[config.mk]
export PLATFORM = sky130hd
export DESIGN_NAME = vga_term_writer
export DESIGN_NICKNAME = d
export VERILOG_FILES = /design/src/rtl/vga_term_defs_pkg.sv /design/src/rtl/vga_term_cursor.sv /design/src/rtl/vga_term_writer.sv
export SDC_FILE = /design/constraint.sdc
export NUM_CORES = 1
export LEC_CHECK = 0
export BUFFER_PORTS_ARGS = -buffer_cell sky130_fd_sc_hd__buf_2
export CAP_MARGIN = 20
export CORE_AREA = 2 2 168 88
export DETAILED_ROUTE_END_ITERATION = 12
export DIE_AREA = 0 0 170 90
export GPL_ROUTABILITY_DRIVEN = 1
export REMOVE_ABC_BUFFERS = 1
export SYNTH_ARGS = -nofsm -noshare
export SYNTH_HDL_FRONTEND = slang
export SYNTH_SLANG_ARGS = --single-unit
[constraint.sdc]
create_clock -name clk_25M -period 4.3 [get_ports clk_25M]
set_clock_uncertainty 0.05 [all_clocks]
set_input_delay 0 -clock clk_25M [delete_from_list [all_inputs] [get_ports clk_25M]]
set_output_delay 0 -clock clk_25M [all_outputs]
set_load 0.1 [all_outputs]
[src/rtl/vga_term_defs_pkg.sv]
// Shared definitions for the VGA text terminal: control codes, FSM encoding and default geometry.
package vga_term_defs;

    localparam int TERM_W_DEF = 70;
    localparam int TERM_H_DEF = 30;
    localparam logic [7:0] BLANK_DEF = 8'h20;

    localparam logic [7:0] ASCII_BS = 8'h08;
    localparam logic [7:0] ASCII_LF = 8'h0A;
    localparam logic [7:0] ASCII_FF = 8'h0C;
    localparam logic [7:0] ASCII_CR = 8'h0D;

    typedef enum logic [1:0] {
        IDLE    = 2'd0,
        CLR_ALL = 2'd1,
        SCROLL  = 2'd2,
        CLR_ROW = 2'd3
    } term_state_t;

endpackage

[src/rtl/vga_term_cursor.sv]
// Cursor position tracker: col/row plus a running line_base so no multiplier is needed.
module vga_term_cursor
    import vga_term_defs::*;
#(
    parameter int term_w = TERM_W_DEF,
    parameter int term_h = TERM_H_DEF
) (
    input  logic        clk_25M,
    input  logic        rst,
    input  logic        inc,
    input  logic        bs,
    input  logic        cr,
    input  logic        newline,
    input  logic        home,
    output logic [11:0] cursor_idx,
    output logic        at_last_col,
    output logic        at_last_row,
    output logic        at_first_col
);

    localparam logic [11:0] W12      = 12'(term_w);
    localparam logic [11:0] LAST_COL = 12'(term_w - 1);
    localparam logic [11:0] LAST_ROW = 12'(term_h - 1);

    logic [11:0] col_reg, col_next;
    logic [11:0] row_reg, row_next;
    logic [11:0] line_base_reg, line_base_next;
    logic [11:0] idx_reg;

    assign at_last_col  = (col_reg == LAST_COL);
    assign at_last_row  = (row_reg == LAST_ROW);
    assign at_first_col = (col_reg == 12'd0);
    assign cursor_idx   = idx_reg;

    always_comb begin
        col_next       = col_reg;
        row_next       = row_reg;
        line_base_next = line_base_reg;
        if (home) begin
            col_next       = 12'd0;
            row_next       = 12'd0;
            line_base_next = 12'd0;
        end else begin
            if (cr)
                col_next = 12'd0;
            else if (inc)
                col_next = col_reg + 12'd1;
            else if (bs && !at_first_col)
                col_next = col_reg - 12'd1;
            // On the last row the caller scrolls instead; the row itself stays put.
            if (newline && !at_last_row) begin
                row_next       = row_reg + 12'd1;
                line_base_next = line_base_reg + W12;
            end
        end
    end

    always_ff @(posedge clk_25M or posedge rst) begin
        if (rst) begin
            col_reg       <= 12'd0;
            row_reg       <= 12'd0;
            line_base_reg <= 12'd0;
            idx_reg       <= 12'd0;
        end else begin
            col_reg       <= col_next;
            row_reg       <= row_next;
            line_base_reg <= line_base_next;
            idx_reg       <= line_base_next + col_next;
        end
    end

endmodule

[src/rtl/vga_term_writer.sv]
// Write side of the text terminal: byte stream in, character RAM writes out, with clear and scroll.
module vga_term_writer
    import vga_term_defs::*;
#(
    parameter int          term_w = TERM_W_DEF,
    parameter int          term_h = TERM_H_DEF,
    parameter logic [7:0]  blank  = BLANK_DEF
) (
    input  logic        clk_25M,
    input  logic        rst,
    input  logic [7:0]  in_data,
    input  logic        in_valid,
    output logic        in_ready,
    output logic [11:0] buf_waddr,
    output logic [7:0]  buf_wdata,
    output logic        buf_we,
    output logic [11:0] buf_raddr,
    input  logic [7:0]  buf_rdata,
    output logic [11:0] cursor_idx,
    output logic        busy
);

    localparam logic [11:0] CELLS     = 12'(term_w * term_h);
    localparam logic [11:0] W12       = 12'(term_w);
    localparam logic [11:0] LAST_BASE = 12'(term_w * (term_h - 1));

    term_state_t state_reg, state_next;
    logic [11:0] idx_reg, idx_next;
    logic        we_reg, we_next;
    logic [11:0] waddr_reg, waddr_next;
    logic [7:0]  wdata_reg, wdata_next;
    logic [11:0] raddr_reg, raddr_next;
    logic        rd_issue_reg, rd_issue_next;
    logic        rd_valid_reg;
    logic [11:0] rd_dst_reg;
    logic        in_ready_reg, busy_reg;

    logic cur_inc, cur_bs, cur_cr, cur_nl, cur_home;
    logic at_last_col, at_last_row, at_first_col;
    logic scroll_start;

    vga_term_cursor #(
        .term_w (term_w),
        .term_h (term_h)
    ) u_cursor (
        .clk_25M      (clk_25M),
        .rst          (rst),
        .inc          (cur_inc),
        .bs           (cur_bs),
        .cr           (cur_cr),
        .newline      (cur_nl),
        .home         (cur_home),
        .cursor_idx   (cursor_idx),
        .at_last_col  (at_last_col),
        .at_last_row  (at_last_row),
        .at_first_col (at_first_col)
    );

    always_comb begin
        state_next    = state_reg;
        idx_next      = idx_reg;
        we_next       = 1'b0;
        waddr_next    = waddr_reg;
        wdata_next    = wdata_reg;
        raddr_next    = raddr_reg;
        rd_issue_next = 1'b0;
        cur_inc       = 1'b0;
        cur_bs        = 1'b0;
        cur_cr        = 1'b0;
        cur_nl        = 1'b0;
        cur_home      = 1'b0;
        scroll_start  = 1'b0;

        case (state_reg)
            CLR_ALL: begin
                we_next    = 1'b1;
                waddr_next = idx_reg;
                wdata_next = blank;
                if (idx_reg == CELLS - 12'd1) begin
                    state_next = IDLE;
                    idx_next   = 12'd0;
                    cur_home   = 1'b1;
                end else begin
                    idx_next = idx_reg + 12'd1;
                end
            end

            IDLE: begin
                if (in_valid) begin
                    case (in_data)
                        ASCII_LF: begin
                            cur_cr       = 1'b1;
                            cur_nl       = 1'b1;
                            scroll_start = at_last_row;
                        end
                        ASCII_CR: cur_cr = 1'b1;
                        ASCII_BS: begin
                            if (!at_first_col) begin
                                cur_bs     = 1'b1;
                                we_next    = 1'b1;
                                waddr_next = cursor_idx - 12'd1;
                                wdata_next = blank;
                            end
                        end
                        ASCII_FF: begin
                            state_next = CLR_ALL;
                            idx_next   = 12'd0;
                        end
                        default: begin
                            if (in_data >= 8'h20) begin
                                we_next    = 1'b1;
                                waddr_next = cursor_idx;
                                wdata_next = in_data;
                                if (at_last_col) begin
                                    cur_cr       = 1'b1;
                                    cur_nl       = 1'b1;
                                    scroll_start = at_last_row;
                                end else begin
                                    cur_inc = 1'b1;
                                end
                            end
                        end
                    endcase
                    if (scroll_start) begin
                        state_next    = SCROLL;
                        raddr_next    = W12;
                        rd_issue_next = 1'b1;
                        idx_next      = W12 + 12'd1;
                    end
                end
            end

            SCROLL: begin
                // Read data for the address issued two edges ago is on buf_rdata now.
                if (rd_valid_reg) begin
                    we_next    = 1'b1;
                    waddr_next = rd_dst_reg;
                    wdata_next = buf_rdata;
                end
                if (idx_reg != CELLS) begin
                    raddr_next    = idx_reg;
                    rd_issue_next = 1'b1;
                    idx_next      = idx_reg + 12'd1;
                end else if (!rd_issue_reg) begin
                    state_next = CLR_ROW;
                    idx_next   = LAST_BASE;
                end
            end

            CLR_ROW: begin
                we_next    = 1'b1;
                waddr_next = idx_reg;
                wdata_next = blank;
                if (idx_reg == CELLS - 12'd1) begin
                    state_next = IDLE;
                    idx_next   = 12'd0;
                end else begin
                    idx_next = idx_reg + 12'd1;
                end
            end

            default: begin
                state_next = CLR_ALL;
                idx_next   = 12'd0;
            end
        endcase
    end

    always_ff @(posedge clk_25M or posedge rst) begin
        if (rst) begin
            state_reg    <= CLR_ALL;
            idx_reg      <= 12'd0;
            we_reg       <= 1'b0;
            waddr_reg    <= 12'd0;
            wdata_reg    <= blank;
            raddr_reg    <= 12'd0;
            rd_issue_reg <= 1'b0;
            rd_valid_reg <= 1'b0;
            rd_dst_reg   <= 12'd0;
            in_ready_reg <= 1'b0;
            busy_reg     <= 1'b1;
        end else begin
            state_reg    <= state_next;
            idx_reg      <= idx_next;
            we_reg       <= we_next;
            waddr_reg    <= waddr_next;
            wdata_reg    <= wdata_next;
            raddr_reg    <= raddr_next;
            rd_issue_reg <= rd_issue_next;
            rd_valid_reg <= rd_issue_reg;
            rd_dst_reg   <= raddr_reg - W12;
            in_ready_reg <= (state_next == IDLE);
            busy_reg     <= (state_next != IDLE);
        end
    end

    assign in_ready  = in_ready_reg;
    assign busy      = busy_reg;
    assign buf_we    = we_reg;
    assign buf_waddr = waddr_reg;
    assign buf_wdata = wdata_reg;
    assign buf_raddr = raddr_reg;

endmodule
==> flow_metrics.py, run 1 <==
metrics = {
    "run_status": {
        "status": "finished clean",
    },
    "critical_path": {
        "reg2reg_depth": 15,
        "cpPeakStageDelay_ps": 550,
        "critPathRequiredTime_ps": 4470,
        "crit_path_end_kind": "flop",
        "crit_type": "reg -> reg",
        "startpoint_type": "flop",
        "worst_ep_arrival_time_ps": 4190,
        "worst_path_max_delay_cell": "or4_1",
        "path_max_fanout": 8,
        "path_cells": "or3_1, or4_1, nor3b_2, and2_1, a21oi_1, xor2_1, nor2_1, ha_1, o21ai_1, o21ai_0, a41o_1, a21o_1, a21oi_1, xor2_1, xnor2_1",
    },
    "clocking": {
        "path_clk_slew_ps": 80,
        "cts_buffers": 9,
        "post-cts-setup-buffer-count": 0,
        "clock-sinks": 111,
        "cts_max_level": 3,
        "insertion_delay_ps": 350,
        "cts_tree": "done",
        "cts_max_path_buffers": 2,
        "cts-root-buf": "clkbuf_16",
    },
    "route": {
        "drtIter0Drc": 375,
        "avgViaCountPerCell": 5.665,
        "drt_pass1_iterations": 5,
        "ant_nets": 0,
        "drc_errors": 0,
        "vias": 5206,
        "wl_mm": 16.57,
        "route.detailed.wl_per_inst_um": 18.03,
    },
    "sta": {
        "slew_headroom": 0.4089,
        "hold_viol": 0,
        "maxSlewViolCount": 0,
        "min_period_ps": 4012,
        "fin_ws_ps": 288.2,
        "setup_tns_ps": 0,
        "period_share": 0.9330,
        "setup_viol": 0,
        "worstMarginPinSlew_ps": 875.3,
        "fmax_ghz": 0.2493,
    },
    "synth": {
        "ys_ff_latch": 111,
        "syn_inst": 657,
        "synth_cell_types": 68,
        "synth_area_leaders": "dfrtp_1 (44%), xor2_1 (5.0%), ha_1 (4.4%)",
        "synth_warnings": 0,
        "yosysSeqAreaShare": 0.4495,
        "synth.avg_cell_area_um2": 9.419,
        "yosys.area.top_type": "dfrtp_1",
        "synth_edf_count": 0,
        "synth_most_common_cell": "dfrtp_1",
        "synth_top_area_frac": 0.4367,
        "async_flop_share": 1.000,
        "ys.flop_type": "dfrtp_1",
        "synth_area_um2": 6188,
        "synth_common_cells": "dfrtp_1 (108), nor2_1 (69), nand2_1 (53), a21oi_1 (43), o21ai_0 (38)",
    },
    "place": {
        "placed_cells": 890,
        "dp_slack_ps": 238.0,
        "post_dp_cell_area_um2": 6718,
        "place_congestion": 0.9197,
        "place_hpwl_mm": 12.29,
        "portBuffers": 65,
    },
    "die": {
        "core-area_um2": 13960,
        "fp.dieArea_um2": 15300,
        "start_util": 0.4432,
        "die_w_um": 170,
        "io_pins": 66,
        "die_height_um": 90,
        "fp-row-count": 31,
    },
    "global_routing": {
        "grt_overflow": 0,
        "grt.total_usage": 0.2213,
        "antenna_found_initial": 0,
        "first_global_vias": 4815,
        "grt_pass1_wl_mm": 26.55,
        "grt_start_max_net_pins": 71,
    },
    "finish": {
        "nets": 775,
        "utilization": 0.5116,
        "drive_above_1_share": 0.1653,
        "antennaDiodeCount": 0,
        "fin_cells": 919,
        "fin_area_um2": 7143,
        "area_growth_pct": 15.43,
        "num-fill-cells": 1312,
    },
    "flow_run": {
        "cap_violations": 0,
    },
    "hold_path": {
        "holdPathStages": 3,
        "hold_path_class": "in -> reg",
    },
    "pwr": {
        "p_leak_nw": 3.449,
        "p_per_area_nw_per_um2": 271.3,
        "peakVddDrop_v": 0.0001667,
    },
}
power by group:
group | switching [mW] | total, mW | internal (mW)
combinational | 0.0496 | 0.0759 | 0.0263
clock | 0.396 | 0.808 | 0.412
sequential | 0.00642 | 1.05 | 1.05
total | 0.452 | 1.94 | 1.49
final cells by class:
type,count,area (µm²),area share
Tap cell,181,226.5,0.03170
Timing Repair Buffer,95,579.3,0.08110
Clock inverter,6,42.54,0.005956
Clock buffer,10,239.0,0.03346
Inverter,30,115.1,0.01611
Sequential cell,111,2783,0.3896
Multi-Input combinational cell,486,3158,0.4421
kinds of logic (layout without fill, tap and decap cells):
logic type / after synthesis / count (layout) / synth area share
AO/OA/AOI/OAI: 150 / 150 / 0.1581
buffers and inverters: 60 / 141 / 0.04225
multiplexers: 11 / 11 / 0.01779
flip-flops: 111 / 111 / 0.4495
adder cells (fa/ha/maj): 23 / 23 / 0.04771
XOR/XNOR: 59 / 59 / 0.08350
AND/OR/NAND/NOR: 243 / 243 / 0.2012
per-stage QoR:
step | hold slack [ps] | total power [mW]
final | 9.517 | 1.938
after global routing | 14.92 | 2.007
after CTS | 1.961 | 1.960
after detailed placement | 209.8 | 1.143
after global placement | 197.3 | 1.141
after floorplan | 159.0 | 1.114
critical path: cells and delay by family, from the launching register on:
kind                       cells  cell delay [ps]
DFF                            1              460
adders and majority gates      1              330
AOI/OAI and AO/OA              6             1150
and+or+nand+nor                5             1450
xor gates and xnor gates       3              450
per-layer routing:
layer,global-route usage,up-vias,share of wire,wire [µm]
li1,-,2471,-,-
met2,0.2707,195,0.36,5958
met1,0.3704,2525,0.55,9083
met4,0.03276,0,0.0062,102
met5,0,-,0,0
met3,0.07089,15,0.086,1429
repair_timing:
action                     in CTS  in global routing
hold endpoints to repair       74                  0
hold buffers                   13                  0
resized for setup               0                  9
setup endpoints to repair       0                  3
worst paths after layout:
kind,start,endpoint,slack [ps]
max in group asynchronous,rst,u_cursor.cursor_idx[3]$_DFF_PP0_,2770
min in group asynchronous,rst,u_cursor.row_reg[8]$_DFFE_PP0P_,350
max reg2reg,u_cursor.col_reg[3]$_DFF_PP0_,u_cursor.cursor_idx[11]$_DFF_PP0_,290
min reg2reg,buf_raddr[0]$_DFFE_PP0P_,rd_dst_reg[0]$_DFF_PP0_,380
max,u_cursor.col_reg[3]$_DFF_PP0_,u_cursor.cursor_idx[11]$_DFF_PP0_,290
min,in_data[0],buf_wdata[0]$_DFFE_PP0P_,10
layout by cell type, fill, tap and decap left out, drive strengths merged, types with 4 or more instances in the layout:
cell / instances
and3: 7
dfrtp: 108
o21ai: 38
or3: 8
buf: 82
dlygate4sd3: 13
a21oi: 43
xnor2: 24
nand2b: 9
nor4: 9
xor2: 35
a22o: 8
nor2: 69
nand2: 53
ha: 22
nor3: 14
inv: 32
a21o: 10
or2: 5
o31ai: 13
o22ai: 4
nand4: 12
nor3b: 7
nor2b: 8
mux2i: 11
a211oi: 4
and4: 4
clkbuf: 10
nand3: 20
or4: 4
a31oi: 4
Note: power is estimated with default switching activity, not from simulation.
==> run 2, diff against run 1 <==
--- a/config.mk
+++ b/config.mk
@@ -11,6 +11,7 @@
 export DETAILED_ROUTE_END_ITERATION = 12
 export DIE_AREA = 0 0 170 90
 export GPL_ROUTABILITY_DRIVEN = 1
+export PLACE_DENSITY = 0.66
 export REMOVE_ABC_BUFFERS = 1
 export SYNTH_ARGS = -nofsm -noshare
 export SYNTH_HDL_FRONTEND = slang
==> constraint.sdc (replaced) <==
create_clock -name clk_25M -period 3.5 [get_ports clk_25M]
set_clock_uncertainty 0.05 [all_clocks]
set_input_delay 0 -clock clk_25M [delete_from_list [all_inputs] [get_ports clk_25M]]
set_output_delay 0 -clock clk_25M [all_outputs]
set_load 0.1 [all_outputs]
==> run 2 against run 1 <==
Effect of this change: the flow now finishes with violations (setup timing); wire length grew 12%; final area grew 14%; register-to-register slack lost 470 ps; first-iteration DRC count grew 63%; utilization grew 7.4 points; critical path type unchanged; highest routed layer unchanged.
==> flow_metrics.py, run 2 (same netlist as run 1, synthesis figures left out) <==
metrics = {
    "run_status": {
        "status": "finished with violations",
        "violations": "setup timing",
    },
    "place": {
        "portBuffers": 65,
        "post_dp_cell_area_um2": 7322,
        "place_hpwl_mm": 13.38,
        "dp_slack_ps": -448.5,
        "place_congestion": 0.8870,
        "placed_cells": 970,
    },
    "pwr": {
        "p_total_mw": 2.515,
        "p_clk_frac": 0.442,
        "p_per_area_nw_per_um2": 307.8,
        "p_sw_frac": 0.2427,
        "power_switching_mw": 0.6105,
        "intPower_mw": 1.905,
        "peakVddDrop_v": 0.0002687,
        "seq_power_share": 0.515,
        "p_comb_frac": 0.043,
        "p_leak_nw": 4.022,
    },
    "hold_path": {
        "hold_path.startpoint": "in_data[3]",
        "hold_path_end": "buf_wdata[3]$_DFFE_PP0P_",
        "hold_path_class": "in -> reg",
        "holdPathStages": 4,
    },
    "finish": {
        "num-fill-cells": 1192,
        "fin_cells": 1017,
        "nets": 873,
        "regArea_um2": 2781,
        "antennaDiodeCount": 0,
        "area_growth_pct": 32.05,
        "fin_area_um2": 8172,
        "utilization": 0.5852,
        "final_cell_mix": "buf_4 (111), dfrtp_1 (108), buf_2 (65)",
        "drive_above_1_share": 0.3146,
        "multi_input_area_um2": 3382,
        "final_common_cell": "buf_4",
    },
    "sta": {
        "rsz0062_at_grt": "true",
        "min_period_ps": 3682,
        "whs_ps": 11.71,
        "setup_viol": 3,
        "period_share": 1.052,
        "fmax_ghz": 0.2716,
        "fin_ws_ps": -182.2,
        "worstMarginPinSlew_ps": 998.8,
        "slew_headroom": 0.3169,
        "setup_tns_ps": -462.8,
        "maxSlewViolCount": 0,
        "hold_viol": 0,
    },
    "clocking": {
        "path_clk_slew_ps": 80,
        "cts_max_level": 3,
        "cts-root-buf": "clkbuf_16",
        "cts_buffers": 9,
        "cts_tree": "done",
        "cts_max_path_buffers": 2,
        "clock-sinks": 111,
        "insertion_delay_ps": 360,
    },
    "critical_path": {
        "crit_type": "reg -> reg",
        "cp_num_buf_inv": 1,
        "path_max_fanout": 6,
        "cpPeakStageDelay_ps": 540,
        "r2r_end": "u_cursor.cursor_idx[11]$_DFF_PP0_",
        "startpoint_type": "flop",
        "ff2ff_setup_slack_ps": -180,
        "reg2reg_from": "u_cursor.col_reg[4]$_DFF_PP0_",
        "crit_path_end_kind": "flop",
        "reg2reg_depth": 15,
        "critPathRequiredTime_ps": 3690,
        "worst_path_max_delay_cell": "or4_4",
        "path_cells": "or3_4, or4_4, nor3b_4, nand4_1, o32ai_2, xnor2_1, nor2_1, buf_4, ha_4, a21o_1, a41o_1, a21o_1, a21oi_2, xor2_1, xnor2_1",
        "critical_path.top_delay_family": "simple AND/OR/NAND/NOR gates",
        "worst_ep_arrival_time_ps": 3880,
    },
    "global_routing": {
        "grt_pass1_wl_mm": 29.44,
        "grt.total_usage": 0.2472,
        "antenna_found_initial": 0,
        "first_global_vias": 5528,
        "grt_overflow": 0,
        "grt_start_max_net_pins": 90,
    },
    "die": {
        "core-area_um2": 13960,
        "fp-row-count": 31,
        "start_util": 0.4432,
        "die_height_um": 90,
        "fp.dieArea_um2": 15300,
        "die_w_um": 170,
        "io_pins": 66,
    },
    "route": {
        "ant_nets": 0,
        "drc_errors": 0,
        "vias": 5723,
        "avgViaCountPerCell": 5.627,
        "wl_mm": 18.56,
        "drt_pass1_iterations": 5,
        "drtIter0Drc": 610,
        "route.detailed.wl_per_inst_um": 18.25,
    },
    "flow_run": {
        "cap_violations": 0,
    },
}
run 2: area by class of cell:
type | count | area share
well taps | 181 | 0.02771
repair buffers | 193 | 0.1657
clock buffers | 9 | 0.02756
flip-flops and latches | 111 | 0.3404
multi-input cells | 486 | 0.4139
inverters | 30 | 0.01409
clock inverters | 7 | 0.01072
run 2: power by group through the flow:
| stage | sequential (mW) | combinational, mW | clock, mW |
|---|---|---|---|
| floorplan | 1.33 | 0.0401 | 0 |
| global placement | 1.32 | 0.0907 | 0 |
| detailed placement | 1.32 | 0.0942 | 0 |
| CTS | 1.29 | 0.105 | 1.12 |
| global route | 1.30 | 0.120 | 1.17 |
| finish | 1.29 | 0.108 | 1.11 |
run 2: worst reg2reg max path, delay by kind of cell (launching register included):
kind	cells	cell delay, ps
XOR/XNOR	3	520
AND/OR/NAND/NOR	5	1420
flip-flops	1	400
buffers and inverters	1	160
adder cells (fa/ha/maj)	1	210
AO/OA/AOI/OAI	5	840
run 2: how the worst max path moves through the flow:
stage / startpoint / to / slack (ps) / cells past startpoint
floorplan: u_cursor.col_reg[3]$_DFF_PP0_ / u_cursor.cursor_idx[10]$_DFF_PP0_ / -620 / 15
global placement: u_cursor.col_reg[3]$_DFF_PP0_ / u_cursor.cursor_idx[11]$_DFF_PP0_ / -330 / 15
detailed placement: u_cursor.col_reg[3]$_DFF_PP0_ / u_cursor.cursor_idx[10]$_DFF_PP0_ / -450 / 15
CTS: u_cursor.col_reg[4]$_DFF_PP0_ / u_cursor.cursor_idx[10]$_DFF_PP0_ / -130 / 15
global route: u_cursor.col_reg[4]$_DFF_PP0_ / u_cursor.cursor_idx[10]$_DFF_PP0_ / -320 / 15
finish: u_cursor.col_reg[4]$_DFF_PP0_ / u_cursor.cursor_idx[11]$_DFF_PP0_ / -180 / 15
run 2: layer usage:
layer,up-vias,part of all wire,global-route usage
li1,2664,-,-
met1,2807,0.52,0.4042
met2,230,0.39,0.3276
met3,22,0.078,0.05372
met4,0,0.011,0.04986
met5,-,0,0
run 2: what timing repair did:
action / 4_1_cts / 5_1_grt
gates resized for setup: 46 / 21
cloned: 0 / 0
endpoints found under the setup margin: 6 / 7
hold buffers: 10 / 0
endpoints found under the hold margin: 93 / 0
buffers inserted: 13 / 7
pin swaps: 31 / 3
